<file path="config.mk">
export PLATFORM = sky130hd
export DESIGN_NAME = display_write_scheduler_flat
export DESIGN_NICKNAME = d
export VERILOG_FILES = /design/src/rtl/display_write_scheduler_pkg.sv /design/src/rtl/display_write_scheduler_if.sv /design/src/rtl/display_rr_arbiter.sv /design/src/rtl/display_write_scheduler.sv /design/src/flat_wrapper.sv
export SDC_FILE = /design/constraint.sdc
export NUM_CORES = 1
export LEC_CHECK = 0
export ABC_CLOCK_PERIOD_IN_PS = 2320
export CAP_MARGIN = 40
export CORE_ASPECT_RATIO = 0.5
export CORE_MARGIN = 2
export CORE_UTILIZATION = 45
export CTS_CLUSTER_DIAMETER = 40
export CTS_CLUSTER_SIZE = 16
export DETAILED_ROUTE_END_ITERATION = 10
export GPL_ROUTABILITY_DRIVEN = 0
export MAX_ROUTING_LAYER = met4
export PLACE_DENSITY = 0.81
export SETUP_SLACK_MARGIN = 0.4
export SYNTH_ARGS = -nofsm -noshare
export SYNTH_HDL_FRONTEND = slang
export SYNTH_SLANG_ARGS = --single-unit
</file>
<file path="constraint.sdc">
create_clock -name clock_5meg_i -period 2.32 [get_ports clock_5meg_i]
set_input_delay 0.464 -clock clock_5meg_i [delete_from_list [all_inputs] [get_ports clock_5meg_i]]
set_output_delay 0.464 -clock clock_5meg_i [all_outputs]
set_load 0.01 [all_outputs]
</file>
<file path="src/rtl/display_write_scheduler_pkg.sv">
// Shared constants and types for the display SPI write path.
// Frame layout: {CMD_WRITE, addr[3:0], data[7:0]}, sent MSB first.
package display_spi_pkg;

    localparam logic [3:0]  CMD_WRITE = 4'b0001;
    localparam int unsigned FRAME_W   = 16;

    localparam logic [3:0] REG_ENABLE = 4'd0;
    localparam logic [3:0] REG_DIGIT1 = 4'd1;
    localparam logic [3:0] REG_DIGIT2 = 4'd2;
    localparam logic [3:0] REG_DIGIT3 = 4'd3;
    localparam logic [3:0] REG_DIGIT4 = 4'd4;
    localparam logic [3:0] REG_DIGIT5 = 4'd5;
    localparam logic [3:0] REG_DIGIT6 = 4'd6;
    localparam logic [3:0] REG_DIGIT7 = 4'd7;
    localparam logic [3:0] REG_DIGIT8 = 4'd8;
    localparam logic [3:0] REG_RADIX  = 4'd9;

    typedef enum logic [2:0] {
        ST_IDLE,
        ST_LEAD,
        ST_SHIFT_LO,
        ST_SHIFT_HI,
        ST_TRAIL,
        ST_GAP
    } sched_state_e;

    function automatic logic [FRAME_W-1:0] make_frame(input logic [3:0] addr,
                                                      input logic [7:0] data);
        return {CMD_WRITE, addr, data};
    endfunction

endpackage

</file>
<file path="src/rtl/display_write_scheduler_if.sv">
// Write-request bus between the two on-chip requesters and the scheduler.
// The requester side holds valid/addr/data until it sees its ready.
interface display_write_scheduler_if;

    logic       a_valid_i;
    logic [3:0] a_addr_i;
    logic [7:0] a_data_i;
    logic       a_ready_o;

    logic       b_valid_i;
    logic [3:0] b_addr_i;
    logic [7:0] b_data_i;
    logic       b_ready_o;

    modport master (
        output a_valid_i, a_addr_i, a_data_i,
        output b_valid_i, b_addr_i, b_data_i,
        input  a_ready_o, b_ready_o
    );

    modport slave (
        input  a_valid_i, a_addr_i, a_data_i,
        input  b_valid_i, b_addr_i, b_data_i,
        output a_ready_o, b_ready_o
    );

endinterface

</file>
<file path="src/rtl/display_rr_arbiter.sv">
// Two-way round-robin accept logic; prio_i selects the favoured requester
// (0 = A, 1 = B) when both are valid. Purely combinational.
module display_rr_arbiter (
    input  logic a_valid_i,
    input  logic b_valid_i,
    input  logic prio_i,
    input  logic idle_i,
    output logic a_ready_o,
    output logic b_ready_o,
    output logic grant_o
);

    always_comb begin
        a_ready_o = idle_i & a_valid_i & (~prio_i | ~b_valid_i);
        b_ready_o = idle_i & b_valid_i & ( prio_i | ~a_valid_i);
        grant_o   = b_ready_o;
    end

endmodule

</file>
<file path="src/rtl/display_write_scheduler.sv">
// Arbitrates display register writes from two requesters and serialises each
// accepted write as one 16-bit SPI frame with registered SPI outputs.
module display_write_scheduler
    import display_spi_pkg::*;
#(
    parameter int unsigned CLK_DIV    = 4,
    parameter int unsigned GAP_CYCLES = 8
) (
    input  logic                        clock_5meg_i,
    input  logic                        rst_low_i,
    display_write_scheduler_if.slave    req,
    output logic                        spi_sclk_o,
    output logic                        spi_ss_o,
    output logic                        spi_mosi_o,
    output logic                        busy_o,
    output logic                        last_grant_o
);

    localparam int unsigned CNT_MAX = (CLK_DIV > GAP_CYCLES) ? CLK_DIV : GAP_CYCLES;
    localparam int unsigned CNT_W   = $clog2(CNT_MAX);
    localparam logic [CNT_W-1:0] DIV_LAST = CNT_W'(CLK_DIV - 1);
    localparam logic [CNT_W-1:0] GAP_LAST = CNT_W'(GAP_CYCLES - 1);
    localparam logic [3:0]       LAST_BIT = 4'(FRAME_W - 1);

    sched_state_e        state_q, state_d;
    logic [CNT_W-1:0]    cnt_q, cnt_d;
    logic [3:0]          bit_q, bit_d;
    logic [FRAME_W-1:0]  shreg_q, shreg_d;
    logic                prio_q, prio_d;
    logic                last_grant_q, last_grant_d;
    logic                sclk_q, sclk_d;
    logic                ss_q, ss_d;
    logic                mosi_q, mosi_d;

    logic                arb_idle;
    logic                a_ready, b_ready, grant;
    logic [3:0]          sel_addr;
    logic [7:0]          sel_data;

    // Gating with reset keeps a requester from seeing an accept that the held-in-reset flops would drop.
    assign arb_idle = (state_q == ST_IDLE) & rst_low_i;

    display_rr_arbiter u_arb (
        .a_valid_i (req.a_valid_i),
        .b_valid_i (req.b_valid_i),
        .prio_i    (prio_q),
        .idle_i    (arb_idle),
        .a_ready_o (a_ready),
        .b_ready_o (b_ready),
        .grant_o   (grant)
    );

    assign req.a_ready_o = a_ready;
    assign req.b_ready_o = b_ready;
    assign sel_addr      = grant ? req.b_addr_i : req.a_addr_i;
    assign sel_data      = grant ? req.b_data_i : req.a_data_i;

    always_ff @(posedge clock_5meg_i or negedge rst_low_i) begin
        if (!rst_low_i) begin
            state_q      <= ST_IDLE;
            cnt_q        <= '0;
            bit_q        <= '0;
            shreg_q      <= '0;
            prio_q       <= 1'b0;
            last_grant_q <= 1'b0;
            sclk_q       <= 1'b1;
            ss_q         <= 1'b1;
            mosi_q       <= 1'b1;
        end else begin
            state_q      <= state_d;
            cnt_q        <= cnt_d;
            bit_q        <= bit_d;
            shreg_q      <= shreg_d;
            prio_q       <= prio_d;
            last_grant_q <= last_grant_d;
            sclk_q       <= sclk_d;
            ss_q         <= ss_d;
            mosi_q       <= mosi_d;
        end
    end

    always_comb begin
        state_d      = state_q;
        cnt_d        = cnt_q;
        bit_d        = bit_q;
        shreg_d      = shreg_q;
        prio_d       = prio_q;
        last_grant_d = last_grant_q;

        case (state_q)
            ST_IDLE: begin
                if (a_ready | b_ready) begin
                    shreg_d      = make_frame(sel_addr, sel_data);
                    prio_d       = ~grant;
                    last_grant_d = grant;
                    cnt_d        = '0;
                    bit_d        = '0;
                    state_d      = ST_LEAD;
                end
            end
            ST_LEAD: begin
                cnt_d = cnt_q + 1'b1;
                if (cnt_q == DIV_LAST) begin
                    cnt_d   = '0;
                    state_d = ST_SHIFT_LO;
                end
            end
            ST_SHIFT_LO: begin
                cnt_d = cnt_q + 1'b1;
                if (cnt_q == DIV_LAST) begin
                    cnt_d   = '0;
                    state_d = ST_SHIFT_HI;
                end
            end
            ST_SHIFT_HI: begin
                cnt_d = cnt_q + 1'b1;
                if (cnt_q == DIV_LAST) begin
                    cnt_d = '0;
                    if (bit_q != LAST_BIT) begin
                        bit_d   = bit_q + 1'b1;
                        shreg_d = shreg_q << 1;
                        state_d = ST_SHIFT_LO;
                    end else begin
                        state_d = ST_TRAIL;
                    end
                end
            end
            ST_TRAIL: begin
                cnt_d = cnt_q + 1'b1;
                if (cnt_q == DIV_LAST) begin
                    cnt_d   = '0;
                    state_d = ST_GAP;
                end
            end
            ST_GAP: begin
                cnt_d = cnt_q + 1'b1;
                if (cnt_q == GAP_LAST) begin
                    cnt_d   = '0;
                    state_d = ST_IDLE;
                end
            end
            default: begin
                cnt_d   = '0;
                state_d = ST_IDLE;
            end
        endcase
    end

    // Pin levels are decoded from the next state so the pins change on the same edge as the state.
    always_comb begin
        sclk_d = 1'b1;
        ss_d   = 1'b1;
        mosi_d = 1'b1;
        case (state_d)
            ST_LEAD, ST_SHIFT_HI, ST_TRAIL: begin
                ss_d   = 1'b0;
                mosi_d = shreg_d[FRAME_W-1];
            end
            ST_SHIFT_LO: begin
                sclk_d = 1'b0;
                ss_d   = 1'b0;
                mosi_d = shreg_d[FRAME_W-1];
            end
            default: ;
        endcase
    end

    assign spi_sclk_o   = sclk_q;
    assign spi_ss_o     = ss_q;
    assign spi_mosi_o   = mosi_q;
    assign busy_o       = (state_q != ST_IDLE);
    assign last_grant_o = last_grant_q;

endmodule

</file>
<file path="src/flat_wrapper.sv">
// flat-port wrapper written by rule: the top's interface ports become plain ports
module display_write_scheduler_flat import display_spi_pkg::*;
#(
    parameter int unsigned CLK_DIV    = 4,
    parameter int unsigned GAP_CYCLES = 8
)
  (clock_5meg_i, rst_low_i, spi_sclk_o, spi_ss_o, spi_mosi_o, busy_o, last_grant_o, req_a_valid_i, req_a_addr_i, req_a_data_i, req_b_valid_i, req_b_addr_i, req_b_data_i, req_a_ready_o, req_b_ready_o);
  display_write_scheduler_if req_i ();
  input  logic clock_5meg_i;
  input  logic rst_low_i;
  output logic spi_sclk_o;
  output logic spi_ss_o;
  output logic spi_mosi_o;
  output logic busy_o;
  output logic last_grant_o;
  input wire logic [$bits(req_i.a_valid_i)-1:0] req_a_valid_i;
  input wire logic [$bits(req_i.a_addr_i)-1:0] req_a_addr_i;
  input wire logic [$bits(req_i.a_data_i)-1:0] req_a_data_i;
  input wire logic [$bits(req_i.b_valid_i)-1:0] req_b_valid_i;
  input wire logic [$bits(req_i.b_addr_i)-1:0] req_b_addr_i;
  input wire logic [$bits(req_i.b_data_i)-1:0] req_b_data_i;
  output wire logic [$bits(req_i.a_ready_o)-1:0] req_a_ready_o;
  output wire logic [$bits(req_i.b_ready_o)-1:0] req_b_ready_o;
  assign req_i.a_valid_i = req_a_valid_i;
  assign req_i.a_addr_i = req_a_addr_i;
  assign req_i.a_data_i = req_a_data_i;
  assign req_i.b_valid_i = req_b_valid_i;
  assign req_i.b_addr_i = req_b_addr_i;
  assign req_i.b_data_i = req_b_data_i;
  assign req_a_ready_o = req_i.a_ready_o;
  assign req_b_ready_o = req_i.b_ready_o;
  display_write_scheduler #(.CLK_DIV(CLK_DIV), .GAP_CYCLES(GAP_CYCLES)) u_core (.clock_5meg_i(clock_5meg_i), .rst_low_i(rst_low_i), .req(req_i), .spi_sclk_o(spi_sclk_o), .spi_ss_o(spi_ss_o), .spi_mosi_o(spi_mosi_o), .busy_o(busy_o), .last_grant_o(last_grant_o));
endmodule
</file>
After elaboration in Yosys (flattened, before gate mapping). Index checks and enable logic that the tools add are counted.

Input port bits: 28. Logic and storage cells: 71. Register bits: 31.

Add/subtract/negate cells: 2. Reductions and logical operators: 7. Bitwise gates (word level): 12. Multiplexer cells: 25. Equality and inequality tests: 15.

Operators with widths (count): 16-bit 2-to-1 mux (3); 16-bit one-hot mux with 2 select lines (1); 3-bit 2-to-1 mux (10); 3-bit one-hot mux with 6 select lines (1); 4-bit 2-to-1 mux (4); 3-bit by 2-bit == test with 1-bit output (second input constant) (5); 3-bit == test (second input constant) (4); 3-bit one-hot mux with 3 select lines (1); 8-bit 2-to-1 mux (1); 4-bit one-hot mux with 2 select lines (1); 4-bit OR reduction (2); 3-bit by 1-bit == test with 1-bit output (second input constant) (2); 1-bit bitwise AND (5); 4-bit by 1-bit adder with 4-bit output (second input constant) (1); 2-bit by 1-bit inequality test with 1-bit output (second input constant) (2); 4-bit inequality test (second input constant) (1); 1-bit NOT (4); 4-bit AND reduction (1); 3-bit by 1-bit adder with 3-bit output (second input constant) (1); 3-bit logical NOT (1); 1-bit 2-to-1 mux (3); 1-bit bitwise OR (3); 3-bit nonzero test (1); 2-bit inequality test (second input constant) (1); 2 further kinds (2).

Depth between registers and ports, before layout.
Depth in word-level cells: 10. Depth in mapped cells: 8. Gate-level depth less buffers: 6.

Hierarchy. Synthesis repeated with hierarchy kept, for this count alone.

Cell total of the unflattened synthesis: 152. Area, all modules: 1700.4 µm².

Modules (own cells, without submodules): display_write_scheduler (sequential area each 779.5 µm², instances 1, cells an instance 146, area each 1671.6 µm²); display_rr_arbiter (sequential area each 0.0 µm², instances 1, cells an instance 6, area each 28.8 µm²).

Worst setup path after synthesis. OpenSTA, ideal clock, no wires.

Path type: reg-to-reg. From: reg u_core.state_q[1]. To: reg u_core.bit_q[2]. Setup slack: 0.342 ns. Cell stages (with the launch flop): 8. Buffers on the path: 3. Data arrival time: 1.901 ns. Clock period less this slack: 1.978 ns. Required time: 2.243 ns. Cell sequence: dfrtp_1 > buf_6 > or4b_4 > buf_6 > o22a_1 > buf_6 > or3_1 > a21oi_1.

Longest elaborated chain between the ends: 7.

RTL lines: from (decl) (RTL line display_write_scheduler.sv:25) `sched_state_e state_q, state_d;`; from (signal assigned) (RTL line display_write_scheduler.sv:70) `state_q <= state_d;`; 3-bit logical NOT (RTL line display_write_scheduler.sv:41, display_write_scheduler.sv:90); 1-bit bitwise AND (RTL line display_write_scheduler.sv:41) `assign arb_idle = (state_q == ST_IDLE) & rst_low_i;`; 1-bit bitwise AND, on equally long branches (2 in series) (RTL line display_rr_arbiter.sv:14, display_rr_arbiter.sv:15); 1-bit bitwise OR (RTL line display_write_scheduler.sv:92) `if (a_ready | b_ready) begin`; 2-bit inequality test (no source line); 4-bit AND reduction (no source line); to (signal assigned) (RTL line display_write_scheduler.sv:72) `bit_q <= bit_d;`; to (decl) (RTL line display_write_scheduler.sv:27) `logic [3:0] bit_q, bit_d;`.

Parallel ways exist; a longest one is shown, timed or not. A chain may end at the register's enable or synchronous reset.

Worst setup path after layout.
From: reg u_core.state_q[1]. To: reg u_core.shreg_q[15].

Longest elaborated chain between the ends: 7.

RTL lines: 3-bit logical NOT (RTL line display_write_scheduler.sv:41, display_write_scheduler.sv:90); 1-bit bitwise AND (RTL line display_write_scheduler.sv:41); 1-bit bitwise AND, on equally long branches (2 in series) (RTL line display_rr_arbiter.sv:14, display_rr_arbiter.sv:15); 1-bit bitwise OR (RTL line display_write_scheduler.sv:92); 16-bit 2-to-1 mux (RTL line display_write_scheduler.sv:92); 16-bit one-hot mux with 2 select lines (*) (RTL line display_write_scheduler.sv:90) `case (state_q)`; named net u_core.shreg_d[15] (RTL line display_write_scheduler.sv:28) `logic [FRAME_W-1:0] shreg_q, shreg_d;`; to (signal assigned) (RTL line display_write_scheduler.sv:73) `shreg_q <= shreg_d;`; to (decl) (RTL line display_write_scheduler.sv:28).

The timed path passes the listed nets; every way through them passes the cells marked *. The select of a mux whose other input is x is not followed.

==> impl_metrics.yaml <==
worst_setup_path:
  criticalPathCategory: "reg2reg"
  rr_startpoint: "u_core.state_q[1]"
  critPathMaxFanout: 9
  cpPeakStageDelay_ps: 540
  cp.required_ps: 2490
  r2r_setup_slack_ps: 400
  cp_cell_sequence: "buf_6, or4b_4, buf_6, o221a_1, buf_4, a21o_1"
  worst_setup_path_start_kind: "flop"
  cp-end-kind: "flop"
  r2r-end: "u_core.shreg_q[15]"
  path_common_cell: "buf_6"
  arrival_ps: 2090
  critPathSlowestCell: "or4b_4"
  reg2reg_depth: 6
synth:
  yosysSeqAreaShare_pct: 46.29
  synth.area.mux_share_pct: 9.064
  synth_largest_area_cell: "dfrtp_1"
  ys_seq_elements: 31
  synth_edf_count: 0
  synth_top_flop_cell: "dfrtp_1"
  synth_top_family_by_area: "simple AND/OR/NAND/NOR gates"
  synth-async-reset-ratio_pct: 100.0
  synth_nets: 204
  synth_area_leaders: "dfrtp_1, mux2i_1, nand2_1"
  yosys.area_share.simple_pct: 19.17
  synth_xor_area_share_pct: 0
  ys_warn_count: 0
  netlist.area_leader.share_pct: 41.60
  syn_area_per_cell_um2: 9.849
  synth_compound_area_share_pct: 16.86
  yosys.area_share.adder_pct: 3.715
  synth.distinct_cells: 35
  synthesis.area_mm2: 0.001684
  syn_inst: 171
floorplan:
  dieArea_mm2: 0.004278
  core_area_mm2: 0.003510
  row_count: 15
  start_util_pct: 47.99
  die_h_um: 47.26
  ios: 35
  fp.dieW_um: 90.52
final_layout:
  final_cell_mix: "clkdlybuf4s50_1, dfrtp_1, nand2_1, buf_4, mux2i_1"
  areaGrowthSynthToFinish_pct: 40.12
  nets: 257
  final_area_mm2: 0.002360
  layout_commonest_cell: "clkdlybuf4s50_1"
  drive_above_1_share_pct: 21.33
  n_antenna_cell: 0
clock_tree:
  clkSinkCount: 31
  clock_latency_ps: 280
  cts_tree: "built"
  clkTransAtPathRegs_ps: 60
  cts_root_buf: "clkbuf_8"
  cts_max_path_buffers: 2
  cts_made_buffers: 5
  h-tree-depth: 2
power:
  p_leak_nw: 1.064
  sw_frac_of_total_pct: 33.93
  peakVddDrop_v: 0.0003818
  pwr-share-comb_pct: 43.7
  p_per_area_mw_per_mm2: 1049
  p_sw_mw: 0.8401
  power.internal_mw: 1.636
  clock_power_share_pct: 18.9
  seqPwrFrac_pct: 37.4
sta:
  clock_skew_ps: 4.567
  max_freq_mhz: 520.8
  post-route-min-period_ps: 1920
  hold_violations: 0
  setup_ws_ps: 400.0
  worstMarginPinSlew_ps: 382.5
  fin_crit_sh_pct: 82.76
  setup_viol: 0
  fin_setup_tns_ps: 0
  relSlewSlack_pct: 74.50
  slew_violations: 0
  rsz0062_at_grt: "yes"
detailed_routing:
  routed_wl_mm: 3.824
  viasPerCell: 5.377
  drt-initial-drc-count: 44
  num_vias: 1484
  wire_per_inst_um: 13.86
  postRouteAntennaNets: 0
  drcViolationCount: 0
  drt_first_pass_iters: 6
worst_hold_path:
  whs_endpoint: "u_core.shreg_q[7]"
  hp-class: "reg2reg"
  min_from: "u_core.shreg_q[6]"
  holdPathStages: 2
placed_design:
  dp_hpwl_mm: 2.622
  dpl_cell_area_mm2: 0.002156
  dpl_worst_slack_ps: -262.0
  io_buffers: 34
job:
  maxCapViolations: 0
global_route:
  grt_pass1_vias: 1262
  antenna_found_initial: 0
  gr-total-overflow: 0
  grt_usage_pct: 18.07
  grt_max_degree: 32
  grt_pass1_wl_mm: 5.713
status:
  status: "finished, final reports clean"
how the worst max path moves through the flow:
stage | from | end | slack [ps] | depth (start not counted)
3_5_place_dp | rst_low_i | req_b_ready_o | -260 | 5
6_report | u_core.state_q[1] | u_core.shreg_q[15] | 400 | 6
5_1_grt | u_core.state_q[1] | req_b_ready_o | 350 | 4
4_1_cts | u_core.state_q[1] | req_b_ready_o | 350 | 4
3_3_place_gp | rst_low_i | req_b_ready_o | -230 | 5
2_1_floorplan | u_core.state_q[1] | u_core.bit_q[2] | 390 | 7
synthesized netlist by cell type, types with 5 or more instances:
library cell / n
nor2_1: 12
dfrtp_1: 28
and2_1: 12
nand2_1: 24
ha_1: 5
clkbuf_1: 7
o211ai_1: 12
inv_1: 6
mux2i_1: 13
logic make-up (layout without fill, tap and decap cells):
family / count (synthesis) / count (layout)
DFF: 31 / 31
muxes: 15 / 15
AOI/OAI and AO/OA: 39 / 39
and+or+nand+nor: 65 / 65
buffers and inverters: 16 / 70
adders and majority gates: 5 / 5
per-layer routing:
layer	GRT usage, %	up-vias	wire (um)
met5	-	-	0
met4	5.538	0	35
met3	4.494	5	187
met2	31.79	52	1905
met1	21.40	708	1696
li1	-	719	-
worst max-delay path, delay by kind of cell (launching register included):
family,cells,cell delay (ps)
buf+inv,3,430
compound gates,2,410
flops,1,440
simple gates,1,540
flip-flops by register name (all words and copies together) (netlist names):
| register | flops |
|---|---|
| u_core.prio_q | 1 |
| u_core.state_q | 3 |
| u_core.spi_sclk_o | 1 |
| u_core.bit_q | 4 |
| u_core.spi_mosi_o | 1 |
| u_core.spi_ss_o | 1 |
| u_core.cnt_q | 3 |
| u_core.last_grant_o | 1 |
| u_core.shreg_q | 16 |
stage by stage:
stage / hold slack, ps / util, % / cells / total power [mW]
after detailed placement: 485.8 / 61.43 / 263 / 1.855
after global placement: 469.3 / 61.43 / 263 / 1.817
after global routing: 521.9 / 67.24 / 276 / 2.633
after CTS: 501.1 / 64.85 / 271 / 2.340
after floorplan: 168.4 / - / 171 / 1.530
final: 498.8 / 67.24 / 276 / 2.476
what timing repair did:
action                     in CTS  in global routing
buffers inserted                0                  5
hold buffers                    0                  0
resized for setup              17                 15
pin swaps                       2                  7
hold endpoints to repair        0                  0
setup endpoints to repair      27                 18
layout make-up:
| cell class | count | area (um^2) |
|---|---|---|
| clock buffers | 7 | 96.34 |
| repair buffers | 56 | 518.0 |
| multi-input cells | 124 | 870.8 |
| clock inverters | 1 | 7.507 |
| well taps | 51 | 63.81 |
| inverters | 6 | 22.52 |
| flip-flops and latches | 31 | 780.7 |
| fillers | 252 | 1150 |
power groups by stage:
stage | combinational (mW) | sequential (mW) | clock [mW]
after floorplan | 0.629 | 0.901 | 0
after global placement | 0.912 | 0.905 | 0
after detailed placement | 0.942 | 0.913 | 0
after CTS | 0.952 | 0.917 | 0.472
after global routing | 1.19 | 0.951 | 0.496
final | 1.08 | 0.927 | 0.467
(Power assumes the default switching activity.)
